### config.mk
export PLATFORM = sky130hd
export DESIGN_NAME = biriscv_div_issue
export DESIGN_NICKNAME = d
export VERILOG_FILES = /design/src/rtl/biriscv_div_issue_pkg.sv /design/src/rtl/biriscv_div_issue.sv
export SDC_FILE = /design/constraint.sdc
export NUM_CORES = 1
export LEC_CHECK = 0
export CORE_AREA = 2 2 158 160
export CTS_CLUSTER_SIZE = 28
export DETAILED_ROUTE_END_ITERATION = 7
export DIE_AREA = 0 0 160 162
export PLACE_DENSITY = 0.67
export SETUP_SLACK_MARGIN = 0.5
export SLEW_MARGIN = 20
export SYNTH_ARGS = -nofsm -noshare
export SYNTH_HDL_FRONTEND = slang
export SYNTH_SLANG_ARGS = --single-unit
### constraint.sdc
create_clock -name clk_i -period 3.4 [get_ports clk_i]
set_input_delay 0.34 -clock clk_i [delete_from_list [all_inputs] [get_ports clk_i]]
set_output_delay 0.34 -clock clk_i [all_outputs]
set_load 0.005 [all_outputs]
### src/rtl/biriscv_div_issue_pkg.sv
// Shared definitions for the divider issue block: instruction match/mask
// constants, FSM encoding, latched request payload and decode helpers.
package biriscv_div_issue_pkg;

    localparam int unsigned XLEN                 = 32;
    localparam int unsigned REG_IDX_W            = 5;
    localparam int unsigned WAIT_TIMEOUT_DEFAULT = 63;

    localparam logic [31:0] INST_DIV_MASK  = 32'hfe00707f;
    localparam logic [31:0] INST_DIV       = 32'h02004033;
    localparam logic [31:0] INST_DIVU      = 32'h02005033;
    localparam logic [31:0] INST_REM       = 32'h02006033;
    localparam logic [31:0] INST_REMU      = 32'h02007033;

    typedef enum logic [1:0] {
        ST_IDLE  = 2'd0,
        ST_ISSUE = 2'd1,
        ST_WAIT  = 2'd2,
        ST_RESP  = 2'd3
    } state_e;

    typedef struct packed {
        logic [XLEN-1:0]      opcode;
        logic [XLEN-1:0]      pc;
        logic [REG_IDX_W-1:0] rd_idx;
        logic [REG_IDX_W-1:0] ra_idx;
        logic [REG_IDX_W-1:0] rb_idx;
        logic [XLEN-1:0]      ra_operand;
        logic [XLEN-1:0]      rb_operand;
    } div_req_t;

    // True for any of DIV/DIVU/REM/REMU
    function automatic logic is_div_op(input logic [XLEN-1:0] op);
        logic [XLEN-1:0] m;
        m = op & INST_DIV_MASK;
        return (m == INST_DIV) || (m == INST_DIVU) || (m == INST_REM) || (m == INST_REMU);
    endfunction

    // True for the remainder flavours (REM/REMU)
    function automatic logic is_rem_op(input logic [XLEN-1:0] op);
        logic [XLEN-1:0] m;
        m = op & INST_DIV_MASK;
        return (m == INST_REM) || (m == INST_REMU);
    endfunction

endpackage

### src/rtl/biriscv_div_issue.sv
// Divider issue/writeback initiator: accepts one divide request, strobes the
// divider for one cycle, waits for writeback (with watchdog) and holds the
// result until the pipeline takes it. Optional macro DIV_ISSUE_DIVZERO_FAST_EN
// answers divide-by-zero locally without strobing the divider.
module biriscv_div_issue
    import biriscv_div_issue_pkg::*;
#(
    parameter int unsigned WAIT_TIMEOUT = WAIT_TIMEOUT_DEFAULT
)(
    input  logic                 clk_i,
    input  logic                 rst_ni,
    input  logic                 req_valid_i,
    output logic                 req_ready_o,
    input  logic [XLEN-1:0]      req_opcode_i,
    input  logic [XLEN-1:0]      req_pc_i,
    input  logic [REG_IDX_W-1:0] req_rd_idx_i,
    input  logic [REG_IDX_W-1:0] req_ra_idx_i,
    input  logic [REG_IDX_W-1:0] req_rb_idx_i,
    input  logic [XLEN-1:0]      req_ra_operand_i,
    input  logic [XLEN-1:0]      req_rb_operand_i,
    input  logic                 flush_i,
    output logic                 div_opcode_valid_o,
    output logic [XLEN-1:0]      div_opcode_opcode_o,
    output logic [XLEN-1:0]      div_opcode_pc_o,
    output logic                 div_opcode_invalid_o,
    output logic [REG_IDX_W-1:0] div_opcode_rd_idx_o,
    output logic [REG_IDX_W-1:0] div_opcode_ra_idx_o,
    output logic [REG_IDX_W-1:0] div_opcode_rb_idx_o,
    output logic [XLEN-1:0]      div_opcode_ra_operand_o,
    output logic [XLEN-1:0]      div_opcode_rb_operand_o,
    input  logic                 div_writeback_valid_i,
    input  logic [XLEN-1:0]      div_writeback_value_i,
    output logic                 resp_valid_o,
    input  logic                 resp_ready_i,
    output logic [REG_IDX_W-1:0] resp_rd_idx_o,
    output logic [XLEN-1:0]      resp_pc_o,
    output logic [XLEN-1:0]      resp_value_o,
    output logic                 busy_o,
    output logic [REG_IDX_W-1:0] busy_rd_idx_o,
    output logic                 err_timeout_o
);

    localparam int unsigned CNT_W = $clog2(WAIT_TIMEOUT + 1);

    state_e           state_q, state_d;
    div_req_t         req_q, req_d;
    logic             kill_q, kill_d;
    logic [CNT_W-1:0] cnt_q, cnt_d;
    logic [XLEN-1:0]  value_q, value_d;
    logic             ready_q, ready_d;
    logic             issue_q, issue_d;
    logic             resp_valid_q, resp_valid_d;
    logic             busy_q, busy_d;
    logic             err_q, err_d;

    logic accept;
    logic req_is_div;
    logic fast_zero;
    logic wb_done;
    logic timeout_hit;
    logic killed;

    assign accept      = (state_q == ST_IDLE) && req_valid_i && !flush_i;
    assign req_is_div  = is_div_op(req_opcode_i);
    assign wb_done     = (state_q == ST_WAIT) && div_writeback_valid_i;
    assign timeout_hit = (state_q == ST_WAIT) && !div_writeback_valid_i
                         && (cnt_q == CNT_W'(WAIT_TIMEOUT - 1));
    assign killed      = kill_q || flush_i;

`ifdef DIV_ISSUE_DIVZERO_FAST_EN
    assign fast_zero = req_is_div && (req_rb_operand_i == '0);
`else
    assign fast_zero = 1'b0;
`endif

    // State register
    always_ff @(posedge clk_i) begin
        if (!rst_ni) state_q <= ST_IDLE;
        else         state_q <= state_d;
    end

    // Next-state logic
    always_comb begin
        state_d = state_q;
        case (state_q)
            ST_IDLE:  if (accept) state_d = (req_is_div && !fast_zero) ? ST_ISSUE : ST_RESP;
            ST_ISSUE: state_d = ST_WAIT;
            ST_WAIT:  if (wb_done || timeout_hit) state_d = killed ? ST_IDLE : ST_RESP;
            ST_RESP:  if (flush_i || resp_ready_i) state_d = ST_IDLE;
            default:  state_d = ST_IDLE;
        endcase
    end

    // Output and datapath next values (request latch, kill flag, watchdog, result)
    always_comb begin
        req_d        = req_q;
        value_d      = value_q;
        kill_d       = kill_q;
        cnt_d        = cnt_q;
        err_d        = 1'b0;
        ready_d      = (state_d == ST_IDLE);
        issue_d      = (state_d == ST_ISSUE);
        resp_valid_d = (state_d == ST_RESP);
        busy_d       = (state_d != ST_IDLE);
        case (state_q)
            ST_IDLE: begin
                kill_d = 1'b0;
                cnt_d  = '0;
                if (accept) begin
                    req_d = '{opcode:     req_opcode_i,
                              pc:         req_pc_i,
                              rd_idx:     req_rd_idx_i,
                              ra_idx:     req_ra_idx_i,
                              rb_idx:     req_rb_idx_i,
                              ra_operand: req_ra_operand_i,
                              rb_operand: req_rb_operand_i};
                    if (!req_is_div) value_d = '0;
`ifdef DIV_ISSUE_DIVZERO_FAST_EN
                    else if (fast_zero)
                        value_d = is_rem_op(req_opcode_i) ? req_ra_operand_i : '1;
`endif
                end
            end
            ST_ISSUE: begin
                cnt_d = '0;
                if (flush_i) kill_d = 1'b1;
            end
            ST_WAIT: begin
                if (flush_i) kill_d = 1'b1;
                cnt_d = cnt_q + CNT_W'(1);
                if (wb_done) begin
                    value_d = div_writeback_value_i;
                end else if (timeout_hit) begin
                    value_d = '0;
                    err_d   = 1'b1;
                end
            end
            default: ;
        endcase
    end

    // Datapath and output registers
    always_ff @(posedge clk_i) begin
        if (!rst_ni) begin
            req_q        <= '0;
            value_q      <= '0;
            kill_q       <= 1'b0;
            cnt_q        <= '0;
            err_q        <= 1'b0;
            ready_q      <= 1'b1;
            issue_q      <= 1'b0;
            resp_valid_q <= 1'b0;
            busy_q       <= 1'b0;
        end else begin
            req_q        <= req_d;
            value_q      <= value_d;
            kill_q       <= kill_d;
            cnt_q        <= cnt_d;
            err_q        <= err_d;
            ready_q      <= ready_d;
            issue_q      <= issue_d;
            resp_valid_q <= resp_valid_d;
            busy_q       <= busy_d;
        end
    end

    // Flush in IDLE blocks acceptance in the same cycle
    assign req_ready_o             = ready_q && !flush_i;
    assign div_opcode_valid_o      = issue_q;
    assign div_opcode_opcode_o     = req_q.opcode;
    assign div_opcode_pc_o         = req_q.pc;
    assign div_opcode_invalid_o    = 1'b0;
    assign div_opcode_rd_idx_o     = req_q.rd_idx;
    assign div_opcode_ra_idx_o     = req_q.ra_idx;
    assign div_opcode_rb_idx_o     = req_q.rb_idx;
    assign div_opcode_ra_operand_o = req_q.ra_operand;
    assign div_opcode_rb_operand_o = req_q.rb_operand;
    assign resp_valid_o            = resp_valid_q;
    assign resp_rd_idx_o           = req_q.rd_idx;
    assign resp_pc_o               = req_q.pc;
    assign resp_value_o            = value_q;
    assign busy_o                  = busy_q;
    assign busy_rd_idx_o           = req_q.rd_idx;
    assign err_timeout_o           = err_q;

endmodule
==> results.yml <==
status:
  status: "finished clean"
layout:
  final_common_cell: "clkdlybuf4s50_1"
  final_cell_mix: "clkdlybuf4s50_1, nand2_1, dfxtp_1"
  num_antenna_cells: 0
  drive_above_1_share_pct: 3.91
  fin_nets: 1404
  stdcell_count: 1553
  areaGrowthSynthToFinish_pct: 59.8
pwr:
  p_leak_nw: 4.28
  comb_power_share_pct: 27.3
  powerDensity_nw_per_um2: 529
  switchingPower_mw: 1.90
  pwr-share-clk_pct: 32.5
  intPower_mw: 4.52
  p_sw_share_pct: 29.6
  ir_drop_mv: 0.340
  pwr-share-seq_pct: 40.2
clock_network:
  cts_made_buffers: 17
  cts.reportedPaths.clkPinSlew_ns: 0.07
  tritoncts: "done"
  clock_latency_ns: 0.42
  htreeDepth: 4
  postCtsHoldBufs: 0
  post-cts-setup-buffer-count: 0
  clock_sinks: 189
  cts_resized: 0
  cts_buffer_depth: 2
  clockRootBuffer: "clkbuf_16"
timing:
  clock.fmax_mhz: 443
  hold_viol: 0
  tns_ns: 0
  worstMarginPinSlew_ns: 0.755
  slew_violations: 0
  post-route-min-period_ns: 2.26
  setup_violations: 0
  fin_skew_ns: 0.0142
  grt_setup_unrepaired: "no"
  slew_headroom_pct: 49.6
  period_share_pct: 66.5
die:
  core_area_sq_um: 24100
  fp.dieH_um: 162
  die-area_sq_um: 25900
  initial_core_util_pct: 31.5
  pin_count: 404
  fp-row-count: 57
  die_x_um: 160
worst_setup_path:
  cp.arrival_ns: 2.59
  crit_type: "register to register"
  worstSetupEndpointType: "register"
  worst_setup_path_start_kind: "register"
  critPathMaxFanout: 37
  critPathRequiredTime_ns: 3.73
global_routing:
  antenna_found_initial: 0
  met3_usage_pct: 3.63
  grt_overflow_total: 0
  use_met2_pct: 30.8
  grt_util_all_layers_pct: 17.4
  grt-busiest-layer: "met2"
  grt_pass1_wl_mm: 36.1
  grt_pass1_vias: 6403
  grt_max_degree: 176
  grt.met1_usage_pct: 21.4
synth:
  synth_top_family_by_area: "simple AND/OR/NAND/NOR gates"
  yosysWarnings: 0
  syn_avg_cell_area_sq_um: 8.53
  synthSimpleGateAreaFrac_pct: 20.5
  ys_seq_area_share_pct: 49.8
  mappedNetlistNets: 1078
  ys_types: 38
  synthCells: 890
  synth_xor_area_share_pct: 0.461
  synth-compound-area-share_pct: 15.7
  netlist_area_sq_um: 7590
  synth-seq-cells: 189
  synthAdderAreaFrac_pct: 1.15
  muxShareOfSynthArea_pct: 4.35
flow_run:
  timing.max_cap.violations: 0
route:
  first_pass_iters: 4
  drc_errors: 0
  wirelength_mm: 23.5
  wire_per_inst_um: 15.2
  viasPerCell: 4.39
  drtIter0Drc: 436
  drtAntennaViolNets: 0
  vias: 6812
placement:
  dp.cells: 1521
  gp_congestion: 0.807
  dp_hpwl_mm: 16.6
  port_buffers: 402
worst_hold_path:
  min_path_type: "primary input to register"
sequential cells by signal (all words and copies together), names as in the netlist, 2 cells and up:
| name | count |
|---|---|
| div_opcode_opcode_o | 32 |
| div_opcode_pc_o | 32 |
| div_opcode_ra_operand_o | 32 |
| div_opcode_rb_operand_o | 32 |
| resp_value_o | 32 |
| cnt_q | 6 |
| busy_rd_idx_o | 5 |
| div_opcode_ra_idx_o | 5 |
| div_opcode_rb_idx_o | 5 |
| state_q | 2 |
cells by family (layout without fill, tap and decap cells):
logic type / Yosys count / in the layout
compound gates: 160 / 160
fa+ha+maj: 7 / 7
xor+xnor: 4 / 4
simple gates: 390 / 390
other cells: 1 / 1
buf+inv: 106 / 445
mux: 33 / 33
flops: 189 / 189
stage by stage:
step / utilization (%) / instance area [sq um] / hold slack [ns] / worst slack (ns) / power (mW)
3_3_place_gp: 47.8 / 11500 / 0.441 / 1.02 / 4.39
2_1_floorplan: - / 7590 / 0.417 / 1.66 / 3.56
3_5_place_dp: 47.8 / 11500 / 0.447 / 0.949 / 4.41
4_1_cts: 50.3 / 12100 / 0.193 / 1.12 / 6.52
6_report: 50.3 / 12100 / 0.222 / 1.14 / 6.42
5_1_grt: 50.3 / 12100 / 0.207 / 0.924 / 6.75
final timing paths:
| path | from | endpoint | slack, ns | depth (start not counted) |
|---|---|---|---|---|
| worst max-delay path | state_q[0] | div_opcode_ra_operand_o[11] | 1.14 | 7 |
| worst max register to register | state_q[0] | div_opcode_ra_operand_o[11] | 1.14 | 7 |
| worst min register to register | resp_value_o[2] | resp_value_o[2] | 0.46 | 2 |
| worst min-delay path | rst_ni | ready_q | 0.22 | 2 |
power groups by stage:
| stage | registers (mW) | logic (mW) | clock network [mW] |
|---|---|---|---|
| finish | 2.58 | 1.75 | 2.09 |
| CTS | 2.58 | 1.79 | 2.15 |
| floorplan | 2.63 | 0.928 | 0 |
| detailed placement | 2.63 | 1.78 | 0 |
| global placement | 2.62 | 1.76 | 0 |
| global route | 2.61 | 1.91 | 2.23 |
worst max-delay path: stages, from the launching register on:
cell and delay [ns]:
dfxtp_1 0.44, inv_1 0.11, ha_1 0.25, inv_1 0.19, or2_4 0.41, buf_4 0.44, nand2_1 0.09, a21boi_0 0.21
synth_stat cells:
cell type	count	share of area, %
mux2i_1	33	4.4
nor2_4	1	0.15
a21o_1	1	0.099
dfxtp_1	189	50
nor3_1	2	0.13
o21ai_1	1	0.066
nand2_1	356	18
nand3_1	2	0.13
o21ai_0	4	0.26
clkbuf_1	33	1.6
buf_2	17	1.1
and2_1	1	0.082
xnor2_1	1	0.12
a21oi_1	5	0.33
o31a_2	1	0.13
buf_6	3	0.44
ha_1	7	1.2
nor4b_1	1	0.12
nor3_4	1	0.21
nor2b_1	4	0.33
inv_1	5	0.25
or3_1	3	0.25
nand2b_1	3	0.25
and4_4	1	0.15
nor2_1	9	0.44
a32oi_2	1	0.21
xor2_1	3	0.35
buf_1	5	0.25
a21oi_2	2	0.23
buf_4	43	4.3
nor4bb_1	1	0.13
a21boi_0	145	14
and4b_1	1	0.13
conb_1	1	0.049
nand2b_4	1	0.18
nand4_1	1	0.082
or2_2	1	0.082
and3_1	1	0.082
cell type report:
cell class | instances | area, sq um
inverter | 5 | 18.8
multi-input combinational | 595 | 3210
tap | 324 | 405
timing repair buffer | 408 | 4100
sequential | 189 | 3780
fill | 2303 | 12000
clock inverter | 14 | 175
clock buffer | 18 | 439
routing by layer:
| layer | routed length (um) | vias up |
|---|---|---|
| li1 | - | 3459 |
| met1 | 10200 | 3134 |
| met2 | 11700 | 199 |
| met3 | 1220 | 20 |
| met4 | 409 | 0 |
| met5 | 0 | - |
No activity file was read; power rests on OpenSTA's default activity.
